## src/rtl/factor_game_control.sv

```systemverilog
// factor_game_control: quiz game sequencer; every transition one clock after its qualifying sample; no backpressure.
// Define CONTROL_DEBUG_EN to add the CNT and NEED_1SEC debug outputs.
module factor_game_control #(
    parameter int WAIT_CYCLES = 8,
    parameter int CLEAR_GOAL  = 3
) (
    input  logic       CLK,
    input  logic       RST,
    input  logic       READY_IN,
    input  logic       QUE_IN,
    input  logic [2:0] SEL,
    input  logic       DEC,
    input  logic       CLR_IN,
    input  logic       OK_IN,
    input  logic [1:0] HP_IN,
    input  logic       QUE,
    input  logic [1:0] JUDG_IN,
    input  logic [1:0] WRONG_IN,
    output logic       READY_OUT,
    output logic [3:0] STATE,
    output logic [2:0] SEL_OUT,
    output logic       DEC_OUT,
    output logic       CLR_OUT
`ifdef CONTROL_DEBUG_EN
    ,
    output logic [2:0] CNT,
    output logic       NEED_1SEC
`endif
);

    localparam int TW = $clog2(WAIT_CYCLES + 1);

    typedef enum logic [3:0] {
        IDLE      = 4'd0,
        READY     = 4'd1,
        QUESTION  = 4'd2,
        INPUT     = 4'd3,
        JUDGE     = 4'd4,
        RESULT_OK = 4'd5,
        RESULT_NG = 4'd6,
        CLEAR     = 4'd7,
        OVER      = 4'd8
    } state_t;

    state_t          r_state;
    state_t          w_next;
    logic            r_dec_prev;
    logic            r_clr_prev;
    logic [2:0]      r_cnt;
    logic [TW-1:0]   r_timer;
    logic [2:0]      r_sel_out;
    logic            r_dec_out;
    logic            r_clr_out;

    logic            w_dec_rise;
    logic            w_clr_rise;
    logic            w_forced;
    logic            w_in_result;
    logic            w_wait_done;
    logic            w_take_dec;
    logic            w_take_clr;
    logic            w_cnt_inc;

    assign w_dec_rise  = DEC & ~r_dec_prev;
    assign w_clr_rise  = CLR_IN & ~r_clr_prev;
    assign w_in_result = (r_state == RESULT_OK) || (r_state == RESULT_NG);
    assign w_wait_done = (r_timer == TW'(WAIT_CYCLES - 1));
    assign w_forced    = (WRONG_IN == 2'b11) &&
                         (r_state inside {QUESTION, INPUT, JUDGE, RESULT_NG});

    always_comb begin
        w_next     = r_state;
        w_take_dec = 1'b0;
        w_take_clr = 1'b0;
        w_cnt_inc  = 1'b0;
        case (r_state)
            IDLE:      if (READY_IN) w_next = READY;
            READY:     if (OK_IN && QUE) w_next = QUESTION;
            QUESTION:  if (QUE_IN) w_next = INPUT;
            INPUT: begin
                if (w_dec_rise) begin
                    w_next     = JUDGE;
                    w_take_dec = 1'b1;
                end
            end
            JUDGE: begin
                if (JUDG_IN == 2'b01) begin
                    w_next    = RESULT_OK;
                    w_cnt_inc = 1'b1;
                end else if (JUDG_IN == 2'b10) begin
                    w_next = RESULT_NG;
                end
            end
            RESULT_OK: begin
                if (w_wait_done)
                    w_next = (r_cnt == 3'(CLEAR_GOAL)) ? CLEAR : QUESTION;
            end
            RESULT_NG: begin
                if (w_wait_done)
                    w_next = (HP_IN == 2'b00) ? OVER : QUESTION;
            end
            CLEAR, OVER: begin
                if (w_clr_rise) begin
                    w_next     = IDLE;
                    w_take_clr = 1'b1;
                end
            end
            default:   w_next = IDLE;
        endcase
        // A forced loss beats every other exit, including a submit in the same clock
        if (w_forced) begin
            w_next     = OVER;
            w_take_dec = 1'b0;
            w_cnt_inc  = 1'b0;
        end
    end

    always_ff @(posedge CLK or negedge RST) begin
        if (!RST) r_state <= IDLE;
        else      r_state <= w_next;
    end

    always_ff @(posedge CLK or negedge RST) begin
        if (!RST) begin
            r_dec_prev <= 1'b0;
            r_clr_prev <= 1'b0;
            r_cnt      <= '0;
            r_timer    <= '0;
            r_sel_out  <= '0;
            r_dec_out  <= 1'b0;
            r_clr_out  <= 1'b0;
        end else begin
            r_dec_prev <= DEC;
            r_clr_prev <= CLR_IN;
            r_dec_out  <= w_take_dec;
            r_clr_out  <= w_take_clr;
            if (r_state == INPUT)
                r_sel_out <= SEL;
            if (w_take_clr)
                r_cnt <= '0;
            else if (w_cnt_inc)
                r_cnt <= r_cnt + 3'd1;
            if (w_next != r_state)
                r_timer <= '0;
            else if (w_in_result && !w_wait_done)
                r_timer <= r_timer + TW'(1);
        end
    end

    assign READY_OUT = (r_state == READY);
    assign STATE     = r_state;
    assign SEL_OUT   = r_sel_out;
    assign DEC_OUT   = r_dec_out;
    assign CLR_OUT   = r_clr_out;

`ifdef CONTROL_DEBUG_EN
    assign CNT       = r_cnt;
    assign NEED_1SEC = w_in_result;
`endif

endmodule

```

## config.mk

```make
export PLATFORM = sky130hd
export DESIGN_NAME = factor_game_control
export DESIGN_NICKNAME = d
export VERILOG_FILES = /design/src/rtl/factor_game_control.sv
export SDC_FILE = /design/constraint.sdc
export NUM_CORES = 1
export LEC_CHECK = 0
export BUFFER_PORTS_ARGS = -buffer_cell sky130_fd_sc_hd__buf_4
export CAP_MARGIN = 15
export CORE_ASPECT_RATIO = 0.6
export CORE_MARGIN = 2
export CORE_UTILIZATION = 55
export CTS_CLUSTER_DIAMETER = 40
export DETAILED_ROUTE_END_ITERATION = 10
export PLACE_DENSITY = 0.81
export SYNTH_ARGS = -nofsm -noshare
export SYNTH_HDL_FRONTEND = slang
export SYNTH_SLANG_ARGS = --single-unit
```

## constraint.sdc

```tcl
create_clock -name CLK -period 3.5 [get_ports CLK]
set_input_delay 0.175 -clock CLK [delete_from_list [all_inputs] [get_ports CLK]]
set_output_delay 0.175 -clock CLK [all_outputs]
set_load 0.02 [all_outputs]
```

## Word level (Yosys, flattened, before mapping)

Cells that the tools add are included.

| storage, ports and cells | value |
|---|---|
| register bits after elaboration | 18 |
| latch bits | 0 |
| bits in writable memories | 0 |
| bits in read-only memories | 0 |
| input bits | 17 |
| output and inout bits | 10 |
| word-level logic and storage cells | 64 |
| memories | 0 |

| cells by class | value |
|---|---|
| add/sub/neg operators | 2 |
| $mul | 0 |
| div/mod/pow operators | 0 |
| magnitude comparators | 0 |
| equality and inequality tests | 14 |
| shift operators | 0 |
| muxes and demuxes | 25 |
| bitwise logic cells | 4 |
| reduce and logical (&&, ||, !) cells | 11 |

Operator list:

| operator | number |
|---|---|
| $mux W4 | 13 |
| $pmux W4 S8 | 1 |
| $eq A4 B3 Y1 const B | 5 |
| $mux W3 | 3 |
| $eq A4 B2 Y1 const B | 2 |
| $mux W1 | 8 |
| $add A4 B1 Y4 const B | 1 |
| $eq A2 B2 Y1 const B | 2 |
| $eq A4 B1 Y1 const B | 1 |
| $eq A4 B4 Y1 const B | 1 |
| $logic_not A4 Y1 | 1 |
| $ne A4 B4 Y1 | 1 |
| $reduce_bool A2 Y1 | 2 |
| $reduce_bool A4 Y1 | 1 |
| $add A3 B1 Y3 const B | 1 |
| $eq A3 B2 Y1 const B | 1 |
| $logic_and A1 B1 Y1 | 3 |
| $and A1 B1 Y1 | 2 |
| $eq A2 B1 Y1 const B | 1 |
| $logic_not A2 Y1 | 1 |
| $not A1 Y1 | 2 |
| $reduce_or A2 Y1 | 1 |
| $logic_not A1 Y1 | 1 |
| $logic_or A1 B1 Y1 | 1 |

## Logic depth before layout (Yosys ltp)

| logic depth | value |
|---|---|
| word-level depth | 7 |
| mapped depth | 7 |
| depth with buffers taken out | 7 |

## Least setup slack after synthesis

Ideal clock, no wire load.

| path | value |
|---|---|
| path type | register to register |
| start point | reg r_state[2], in the netlist STATE[2] |
| end point | reg r_timer[0] |
| library setup time | 0.129 ns |
| arrival time | 2.291 ns |
| data required time | 3.371 ns |
| slack | 1.080 ns |
| cell stages (with the launch flop) | 7 |
| buffers on the path | 1 |
| period minus slack after synthesis | 2.420 ns |
| path through | dfrtp_1 buf_4 nor4b_1 and2_1 o41ai_4 a31oi_4 a211oi_1 |

| on the way | value |
|---|---|
| elaborated cells between the ends (all ways) | 28 |
| those cells by class | eq/ne (9); mux (12); reduce/logical (7) |

RTL lines:

| item | line | RTL |
|---|---|---|
| start, declared | 45 | `state_t r_state;` |
| start signal, assigned | 120 | `else r_state <= w_next;` |
| $eq A4 B1 Y1 (*) | n/a |  |
| named net READY_OUT | 19 | `output logic READY_OUT,` |
| $pmux W4 S8 (*) | 76 | `case (r_state)` |
| $mux W4 (*) | 111 | `if (w_forced) begin` |
| $ne A4 B4 Y1 (*) | 143 | `if (w_next != r_state)` |
| $mux W4 or $reduce_bool A2 Y1 (tied branches) | n/a |  |
| end signal, assigned | 146 | `r_timer <= r_timer + TW'(1);` |
| end, declared | 50 | `logic [TW-1:0] r_timer;` |

The timed path passes the listed nets; every way through them passes the cells marked *.
A chain may end at the register's enable or synchronous reset.

## Worst setup path after layout

| path | value |
|---|---|
| start point | reg r_state[1], in the netlist STATE[1] |
| end point | reg r_timer[1] |

| on the way | value |
|---|---|
| word-level cells in the longest chain between the ends | 6 |
| elaborated cells between the ends (all ways) | 28 |
| those cells by class | eq/ne (9); mux (12); reduce/logical (7) |

Ends and longest elaborated chain:

| item | line | RTL |
|---|---|---|
| $eq A4 B3 Y1 (tied with other cells) | 76 |  |
| $reduce_or A2 Y1 (tied with other cells) | 76 |  |
| $pmux W4 S8 or $logic_and A1 B1 Y1 (tied branches) | 76, 68 |  |
| $mux W4 (*) | 111 |  |
| named net w_next[1] | 46 | `state_t w_next;` |
| $ne A4 B4 Y1 (*) | 143 |  |
| $mux W4 or $reduce_bool A2 Y1 (tied branches) | n/a |  |

Marked as above.

==> results.md <==
Global route:
- The pin count of the biggest net entering global routing is 23.
- The initial antenna violation count is 0.
- The global routing usage summed across all routing layers is 0.244.
- After global routing the overflow that remains totals 0.
- The number of global-route vias before repair came to 1024.
- The first-pass GRT wire length is approximately 4700 microns.

CTS:
- In this run the number of H-tree levels came out at 1.
- Clock-pin slew was measured on the worst setup and hold paths at 60 ps.
- Gates resized during post-CTS repair numbered 0.
- The CTS tree is built.
- CTS saw 18 sinks.
- The clock reaches the later pin of the worst-skew pair after 250 ps.
- The cell sitting at the root of the clock tree is a clkbuf_8.
- The number of buffers on the longest clock path is 2.
- After clock tree synthesis, the setup repair step added 0 buffers.
- The number of buffers inserted by hold repair at cts is 1.
- Buffers inserted during clock tree synthesis total 3.

Yosys:
- The share of synthesized area in the top cell type comes to 0.357.
- The net count after synthesis is 142.
- After synthesis, the mean cell area works out to 10.3 sq um.
- The multiplexer share of the synthesized area is 0.0506.
- Yosys attributes the largest share of cell area to dfrtp_1 36%, buf_6 3.6%, a211oi_1 3.0%.
- The post-synthesis share of cell area spent on and, or, nand and nor gates is 0.287.
- The number of flops mapped to enable cells by yosys is 0.
- The leading register cell type out of synthesis is dfrtp_1.
- After synthesis, the most frequently instantiated cells are 18 x dfrtp_1, 9 x nor2_1, 7 x nand2_1.
- By area, the combinational part of the netlist is dominated by simple AND/OR/NAND/NOR gates.
- Summing every instance area after synthesis gives between 1000 and 1500 sq um.
- The most area-hungry cell type in the Yosys netlist is dfrtp_1.
- The compound-gate portion of the synthesized area was 0.178.
- For this run, the register share of the synthesized area comes to 0.357.
- The share of synthesized cell area in full adder, half adder and majority cells is 0.0298.
- The synthesized design contains 18 register bits.
- The number of warning messages in the yosys log is 0.
- Of the total synthesized cell area, the portion taken by XOR and XNOR cells is 0.0347.
- The most common cell in the synthesized netlist is dfrtp_1.
- Of all flip-flops after synthesis, the portion carrying an async set or reset was 1.00.
- In the synthesized netlist, the number of instances is between 100 and 150.
- The count of distinct cell types in the synthesized netlist is 50.

STA:
- The fmax is between 300 and 400 MHz.
- Measured against its own limit, the worst slew margin works out to 0.492.
- Setup repair after global routing left no endpoint under its margin.
- The number of setup violations in the final report is 0.
- Setup slack on the critical path of the routed design comes to 914 ps.
- The time the final worst path needs with I/O delays and setup is 2590 ps.
- The clock arrives with 3.67 ps of skew.
- The setup TNS is 0 ps.
- The final-report max-slew violation count came to 0.
- Hold is met by between 40 and 50 ps.
- The final count of hold timing violations is 0.
- For the pin with the worst max-slew slack, the measured transition is 756 ps.
- In the finished design, the share of the clock period the worst path needs comes to 0.739.

Worst setup path:
- Data arrives at the worst endpoint at roughly 2700 ps.
- The worst setup path is captured at a flop.
- For flop-to-flop paths, the worst setup slack is 910 ps.
- Measured in cells, the most critical reg-to-reg path has a length of 5.
- The critical register-to-register path endpoint is r_timer[1]$_DFFE_PN0P_.
- The highest fanout seen on the critical path is 22.
- Data on the critical path is required at its endpoint by 3660 ps.
- The kind of start point of the critical path is a flop.
- In this run the critical register-to-register path is launched from STATE[1]$_DFF_PN0_.
- The category of the most critical setup path is reg2reg.

Route:
- The count of nets left with antenna violations after detail routing is 0.
- In the routed layout, each cell is associated on average with a via count of between 6 and 7.
- Detailed routing inserted a total of roughly 1.1k vias.
- The first-pass iteration count of the detailed router is 4.
- The detailed-route DRC error count is 0.
- The average wire length per cell after detail routing is 16.7 microns.
- After the first detailed-routing iteration, the DRC count stood at 54.
- The routed design has ~2900 microns of wire.

Final layout:
- The antenna diode count is 0.
- The net total in the final layout is 166.
- The filler cells instantiated in the layout total roughly 170.
- The share of final-layout standard cells stronger than drive strength 1 is 0.292.
- The post-route non-filler standard cell count is 174.
- The final standard cell utilization of the core is 0.682.
- After routing the design area is around 1500 sq um.
- The layout-stage area growth over the synthesis result is 17.1%.

Die:
- The placeable core region is 2160 sq um.
- The count of pins on the block boundary is 27.
- The die extent in x is 65.8 microns.
- The die is 41.1 microns tall.
- The initial core utilization is 0.583.
- The count of standard-cell rows is 13.
- The die outline area is ~2700 sq um.

Placed design:
- The post-DP HPWL is 2170 microns.
- The number of buffer cells added on primary ports is 26.
- After detailed placement, the total cell area comes to 1430 sq um.
- Before CTS, the worst setup slack after placement is 976 ps.
- The number of placed instances, taps included, is 170.
- Routability-driven placement finished with a final weighted congestion of 0.926.

Hold path:
- Counting instances, the worst hold path has a depth of 1.
- The path with the worst hold slack has its endpoint at r_clr_prev$_DFF_PN0_.
- The worst hold path begins at CLR_IN.
- The min-delay analysis places its worst path in the category in2reg.

Power:
- The static power due to leakage is about 0.64 nW.
- The post-route total power is 1.01 mW.
- Across the VDD grid, the largest voltage drop is 429 uV.
- The total power per unit cell area is 683 nW/um^2.

Run status:
- The run finished with clean final reports.

Job:
- The number of max-cap violations is 0.
==> flip-flops by register name (all words and copies together) (netlist names) <==
register and count:
CLR_OUT 1, SEL_OUT 3, r_timer 4, DEC_OUT 1, r_dec_prev 1, r_cnt 3
r_clr_prev 1, STATE 4
==> worst max-delay path, stage by stage, from the launching register on <==
cell and delay, ps:
dfrtp_1 820, nor4bb_4 680, nand2_1 170, a41oi_1 360, nand3_2 170, a211oi_1 270
==> layout make-up <==
cell class / instances / area, sq um / area share
Timing Repair Buffer: 27 / 205 / 0.139
Tap cell: 30 / 37.5 / 0.0254
Inverter: 3 / 11.3 / 0.00763
Multi-Input combinational cell: 93 / 731 / 0.495
Clock buffer: 3 / 41.3 / 0.0280
Sequential cell: 18 / 450 / 0.305
==> worst max path at each step <==
stage                       start                endpoint  slack, ps  cells past startpoint
2_1_floorplan  STATE[2]$_DFF_PN0_  r_timer[0]$_DFFE_PN0P_       1080                      6
3_3_place_gp   STATE[1]$_DFF_PN0_  r_timer[0]$_DFFE_PN0P_       1130                      5
3_5_place_dp   STATE[1]$_DFF_PN0_  r_timer[0]$_DFFE_PN0P_        980                      5
4_1_cts        STATE[1]$_DFF_PN0_  r_timer[0]$_DFFE_PN0P_        970                      5
5_1_grt        STATE[1]$_DFF_PN0_  r_timer[0]$_DFFE_PN0P_        760                      5
6_report       STATE[1]$_DFF_PN0_  r_timer[1]$_DFFE_PN0P_        910                      5
==> layout by cell type, fill, tap and decap left out, drive strengths merged, types with 2 or more instances in the layout <==
cell,netlist,layout
buf,7,26
dfrtp,18,18
nor2,9,9
nand2,7,7
nor2b,5,5
a211oi,5,5
nand3,5,5
and2,4,4
nor4,4,4
inv,3,3
nand2b,3,3
nor3b,3,3
a21oi,3,3
mux2i,3,3
mux2,3,3
xor2,3,3
ha,3,3
clkbuf,1,3
nor3,2,2
and3b,2,2
o31ai,2,2
nand3b,2,2
nand4,2,2
xnor2,2,2
or3b,2,2
o41ai,2,2
==> layer usage <==
metal / up-vias / global-route usage / wire length, microns
met4: 0 / 0.0833 / 34
met5: - / 0 / 0
li1: 503 / - / -
met1: 503 / 0.317 / 1350
met3: 6 / 0.0522 / 191
met2: 43 / 0.419 / 1340
==> cell families after synthesis <==
kind of cell	Yosys count
mux	6
flops	18
simple gates	56
compound gates	23
xor+xnor	5
fa+ha+maj	3
buf+inv	11
==> where the power goes <==
| part | switching, mW | leakage [nW] | total, mW | internal (mW) |
|---|---|---|---|---|
| clock network | 0.0643 | 0.0216 | 0.141 | 0.0764 |
| registers | 0.105 | 0.235 | 0.362 | 0.258 |
| logic | 0.267 | 0.378 | 0.505 | 0.239 |
| total | 0.436 | 0.635 | 1.01 | 0.573 |
(Power assumes the default switching activity.)
